### src/rtl/add_seq_nibble_if.sv
// add_seq_nibble_if: start/operand/result bundle for the nibble-serial adder.
// The requester drives through the master modport; add_seq_nibble uses slave.
interface add_seq_nibble_if #(
    parameter int NIBBLES = 8
);
    localparam int W = 4 * NIBBLES;

    logic         start;
    logic [W-1:0] a;
    logic [W-1:0] b;
    logic         ci;
    logic         busy;
    logic         done;
    logic [W-1:0] s;
    logic         co;

    modport master (
        output start, a, b, ci,
        input  busy, done, s, co
    );

    modport slave (
        input  start, a, b, ci,
        output busy, done, s, co
    );
endinterface

### src/rtl/add_seq_nibble.sv
// add_seq_nibble: W = 4*NIBBLES bit adder that pushes one nibble per clock
// through a single 4-bit ripple slice (add4 semantics: ci, a, b -> s, co).
// Operands are captured on an accepted start; the sum is assembled in s and
// the final carry lands in co together with a one-cycle done pulse.
//
// Optional build macro ADD_SEQ_EARLY_TERM_EN: finish as soon as the carry is
// zero and all remaining operand nibbles are zero. Results are unchanged;
// only the latency becomes data dependent (1..NIBBLES edges).
module add_seq_nibble #(
    parameter int NIBBLES = 8
) (
    input  logic              clk,
    input  logic              rst_n,
    add_seq_nibble_if.slave   bus
);
    localparam int W     = 4 * NIBBLES;
    localparam int IDX_W = (NIBBLES > 1) ? $clog2(NIBBLES) : 1;

    localparam logic [0:0]       IDLE     = 1'b0;
    localparam logic [0:0]       RUN      = 1'b1;
    localparam logic [IDX_W-1:0] LAST_IDX = IDX_W'(NIBBLES - 1);

    // One 4-bit ripple slice: returns {carry_out, sum}.
    function automatic logic [4:0] add4(input logic       c_in,
                                        input logic [3:0] x,
                                        input logic [3:0] y);
        return {1'b0, x} + {1'b0, y} + {4'b0000, c_in};
    endfunction

    logic [0:0]       state_q, state_d;
    logic [W-1:0]     a_q, a_d;
    logic [W-1:0]     b_q, b_d;
    logic             carry_q, carry_d;
    logic [IDX_W-1:0] k_q, k_d;
    logic [W-1:0]     s_q, s_d;
    logic             co_q, co_d;
    logic             done_q, done_d;

    logic [4:0]       slice_res;
    logic             rest_zero;
    logic             last_nib;

    // The operand registers shift right one nibble per RUN cycle, so the
    // slice always consumes the low nibble and the rest of the operand is
    // whatever is left above it.
    assign slice_res = add4(carry_q, a_q[3:0], b_q[3:0]);
    assign last_nib  = (k_q == LAST_IDX);

`ifdef ADD_SEQ_EARLY_TERM_EN
    assign rest_zero = ((a_q >> 4) == '0) && ((b_q >> 4) == '0);
`else
    assign rest_zero = 1'b0;
`endif

    // Next-state: accept in IDLE, one slice step per RUN cycle.
    always_comb begin
        state_d = state_q;
        a_d     = a_q;
        b_d     = b_q;
        carry_d = carry_q;
        k_d     = k_q;
        s_d     = s_q;
        co_d    = co_q;
        done_d  = 1'b0;

        case (state_q)
            IDLE: begin
                if (bus.start) begin
                    a_d     = bus.a;
                    b_d     = bus.b;
                    carry_d = bus.ci;
                    k_d     = '0;
                    s_d     = '0;
                    co_d    = 1'b0;
                    state_d = RUN;
                end
            end

            RUN: begin
                // Write the slice sum into nibble position k.
                for (int n = 0; n < NIBBLES; n++) begin
                    if (k_q == IDX_W'(n)) begin
                        s_d[4*n +: 4] = slice_res[3:0];
                    end
                end
                carry_d = slice_res[4];
                a_d     = a_q >> 4;
                b_d     = b_q >> 4;

                // Early finish only when no carry is pending, so co is 0
                // in that case and the untouched upper s nibbles are
                // already correct from the start-time clear.
                if (last_nib || (!slice_res[4] && rest_zero)) begin
                    co_d    = slice_res[4];
                    done_d  = 1'b1;
                    state_d = IDLE;
                end else begin
                    k_d = k_q + IDX_W'(1);
                end
            end

            default: begin
                state_d = IDLE;
            end
        endcase
    end

    // State and datapath registers; asynchronous reset clears everything.
    always_ff @(posedge clk or negedge rst_n) begin
        if (!rst_n) begin
            state_q <= IDLE;
            a_q     <= '0;
            b_q     <= '0;
            carry_q <= 1'b0;
            k_q     <= '0;
            s_q     <= '0;
            co_q    <= 1'b0;
            done_q  <= 1'b0;
        end else begin
            state_q <= state_d;
            a_q     <= a_d;
            b_q     <= b_d;
            carry_q <= carry_d;
            k_q     <= k_d;
            s_q     <= s_d;
            co_q    <= co_d;
            done_q  <= done_d;
        end
    end

    // All outputs come straight from registers.
    assign bus.busy = (state_q == RUN);
    assign bus.done = done_q;
    assign bus.s    = s_q;
    assign bus.co   = co_q;

endmodule

### src/flat_wrapper.sv
// flat-port wrapper written by rule: the top's interface ports become plain ports
module add_seq_nibble_flat 
#(
    parameter int NIBBLES = 8
)
  (clk, rst_n, bus_start, bus_a, bus_b, bus_ci, bus_busy, bus_done, bus_s, bus_co);
  add_seq_nibble_if #(.NIBBLES(NIBBLES)) bus_i ();
  input  logic clk;
  input  logic rst_n;
  input wire logic [$bits(bus_i.start)-1:0] bus_start;
  input wire logic [$bits(bus_i.a)-1:0] bus_a;
  input wire logic [$bits(bus_i.b)-1:0] bus_b;
  input wire logic [$bits(bus_i.ci)-1:0] bus_ci;
  output wire logic [$bits(bus_i.busy)-1:0] bus_busy;
  output wire logic [$bits(bus_i.done)-1:0] bus_done;
  output wire logic [$bits(bus_i.s)-1:0] bus_s;
  output wire logic [$bits(bus_i.co)-1:0] bus_co;
  assign bus_i.start = bus_start;
  assign bus_i.a = bus_a;
  assign bus_i.b = bus_b;
  assign bus_i.ci = bus_ci;
  assign bus_busy = bus_i.busy;
  assign bus_done = bus_i.done;
  assign bus_s = bus_i.s;
  assign bus_co = bus_i.co;
  add_seq_nibble #(.NIBBLES(NIBBLES)) u_core (.clk(clk), .rst_n(rst_n), .bus(bus_i));
endmodule
### config.mk
export PLATFORM = sky130hd
export DESIGN_NAME = add_seq_nibble_flat
export DESIGN_NICKNAME = d
export VERILOG_FILES = /design/src/rtl/add_seq_nibble_if.sv /design/src/rtl/add_seq_nibble.sv /design/src/flat_wrapper.sv
export SDC_FILE = /design/constraint.sdc
export NUM_CORES = 1
export LEC_CHECK = 0
export BUFFER_PORTS_ARGS = -buffer_cell sky130_fd_sc_hd__clkbuf_2
export CAP_MARGIN = 10
export CORE_AREA = 2 2 95 97
export DETAILED_ROUTE_END_ITERATION = 10
export DIE_AREA = 0 0 97 99
export PLACE_DENSITY = 0.83
export SYNTH_ARGS = -nofsm -noshare
export SYNTH_HDL_FRONTEND = slang
export SYNTH_SLANG_ARGS = --single-unit
export TNS_END_PERCENT = 1
### constraint.sdc
create_clock -name clk -period 2.9 [get_ports clk]
set_input_delay 0.435 -clock clk [delete_from_list [all_inputs] [get_ports clk]]
set_output_delay 0.435 -clock clk [all_outputs]
set_load 0.03 [all_outputs]
==> metrics.cfg <==
[clock_network]
postCtsSetupRepairBufs=0
cts_resized=0
tritoncts=done
cts-htree-levels=3
cts_root_buf=clkbuf_8
clockBufferDepth=2
clk_latency_ps=360
cts_hold_buffers=0
cts.sinks=103
clk_pin_slew_ps=100
cts_inserted_buffers=9

[sta]
period_share_pct=75.8
finalSetupViolCount=0
rsz0062_at_grt=false
setup_ws_ps=701
worst_pin_slew_ps=735
slew_violations=0
relSlewSlack_pct=51.0
fmax_mhz=455
finalHoldViolCount=0
min_period_ps=2200
skew_ps=8.82
setup_tns_ps=0

[synth]
syn-instance-count=449
synth-edff-count=0
synth-async-reset-ratio_pct=100
synth_top_area_share_pct=52.7
yosysWarnings=0
yosysMostFrequentCell=dfrtp_1
ys_seq_area_share_pct=52.7
synth.area.top_cells=dfrtp_1, mux2i_1, o21ai_0
synth_commonest_cells=dfrtp_1, nand2_1, o21ai_0, mux2i_1, mux2_2
syn_avg_cell_area_um2=10.9
ys_ff_latch=103
synth_top_cell_by_area=dfrtp_1
syn_area_mm2=0.00489
synth-main-ff-cell=dfrtp_1
syn-num-nets=528
ys_types=27

[worst_setup_path]
worstSetupEndpointType=flop
critPathKind=reg -> reg
cp_max_fo=6
worstSetupStartpointType=flop
crit_arrival_ps=2490
crit_path_start=u_core.carry_q
r2r_start=u_core.carry_q
cp.required_ps=3190

[die]
core_area_mm2=0.00855
die_x_um=97
die_h_um=99
row_count=34
start_util_pct=57.2
die_area_mm2=0.00960
ios=103

[finish]
nets=615
fin_area_mm2=0.00566
antenna_cells=0
syn_to_final_growth_pct=15.7
drive_above_1_share_pct=27.0
final_util_pct=66.2

[detailed_routing]
drtAntennaViolNets=0
via_count=3621
route.detailed.drc=0
drtIter0Drc=203
drt_pass1_iterations=5
totalWireLength_um=10300
wl_per_cell_um=15.9
avgViaCountPerCell=5.58

[global_route]
grt_usage_pct=22.3
grt_pass1_wl_um=17300
grt_max_degree=83
grt.overflow.total=0
antenna_found_initial=0
grt_pass1_vias=3518

[flow_run]
drv_cap=0

[pwr]
p_leak_nw=2.96
p_per_area_mw_per_mm2=1030
ir_worst_vdd_mv=0.515

[placement]
port_buffers=102
dpl.hpwl_um=7150
place_area_mm2=0.00541
gp_congestion=0.793
pre_cts_ws_ps=749

[run_status]
status=finished, final reports clean

[worst_hold_path]
hp-class=in -> async

## logic make-up (layout without fill, tap and decap cells)
kind of cell | count (synthesis) | count (layout) | share of synthesized area (%)
muxes | 85 | 85 | 17.9
DFF | 103 | 103 | 52.7
AOI/OAI and AO/OA | 98 | 98 | 11.6
buffers and inverters | 35 | 127 | 4.30
adders and majority gates | 11 | 11 | 3.12
xor gates and xnor gates | 3 | 3 | 0.537
and+or+nand+nor | 114 | 114 | 9.82
## power by group
group / switching [mW] / internal, mW
registers: 0.508 / 1.96
clock network: 0.483 / 0.598
logic: 1.35 / 0.915
## critical path, cell delays in order, from the launching register on
cell and delay [ps]:
dfrtp_1 420, fa_1 480, fa_1 420, xor2_1 430, and2_1 230, mux2_2 160
## final cells by class
class                      count  area, um2
sequential                   103       2580
inverter                       4       15.0
clock buffer                  11        141
clock inverter                 5        105
fill                         669       2890
timing repair buffer         107        578
multi-input combinational    311       2100
tap                          108        135
## state kept, by name, summed over array words and instances, names as in the netlist
register and flops:
u_core.bus.busy 1, u_core.b_q 32, u_core.bus.s 32, u_core.bus.done 1, u_core.bus.co 1, u_core.carry_q 1
u_core.a_q 32, u_core.k_q 3
## metrics by stage
step / total power [mW] / instances / hold slack [ps]
floorplan: 4.13 / 449 / 139
global placement: 4.62 / 633 / 464
detailed placement: 4.75 / 633 / 474
CTS: 5.84 / 649 / 114
global route: 6.22 / 649 / 132
finish: 5.82 / 649 / 90.3
## routing by layer
metal	GRT usage, %	up-vias	part of all wire, %
li1	-	1731	-
met1	30.6	1765	44
met2	35.1	112	49
met3	4.96	13	6.2
met4	8.34	0	1.4
met5	0	-	0
## final timing paths
check                           depth (start not counted)               end  slack, ps
min in group clk                                        3    u_core.a_q[29]        330
max in group asynchronous                               2     u_core.b_q[3]       2090
worst max register to register                          5  u_core.bus.s[26]        700
worst min register to register                          2     u_core.b_q[4]        490
worst min-delay path                                    1  u_core.bus.s[27]         90
worst max-delay path                                    5  u_core.bus.s[26]        700
## layout by cell type, fill, tap and decap left out, types with 2 or more instances in the layout
master | synthesis | layout
o21ai_0 | 67 | 67
nor2b_2 | 2 | 2
nand2_1 | 76 | 76
a22o_1 | 18 | 18
ha_1 | 9 | 9
mux2_2 | 20 | 20
and3_1 | 3 | 3
buf_4 | 8 | 5
nand3_1 | 14 | 14
a21oi_1 | 9 | 9
nor2b_1 | 4 | 4
nor2_1 | 12 | 12
clkbuf_2 | 0 | 100
dfrtp_1 | 103 | 102
fa_1 | 2 | 2
buf_12 | 0 | 2
mux2i_1 | 65 | 65
bufinv_16 | 0 | 3
clkbuf_8 | 0 | 10
a21o_1 | 2 | 2
xor2_1 | 2 | 2
inv_1 | 4 | 4
clkinvlp_4 | 0 | 2
(Power assumes the default switching activity.)
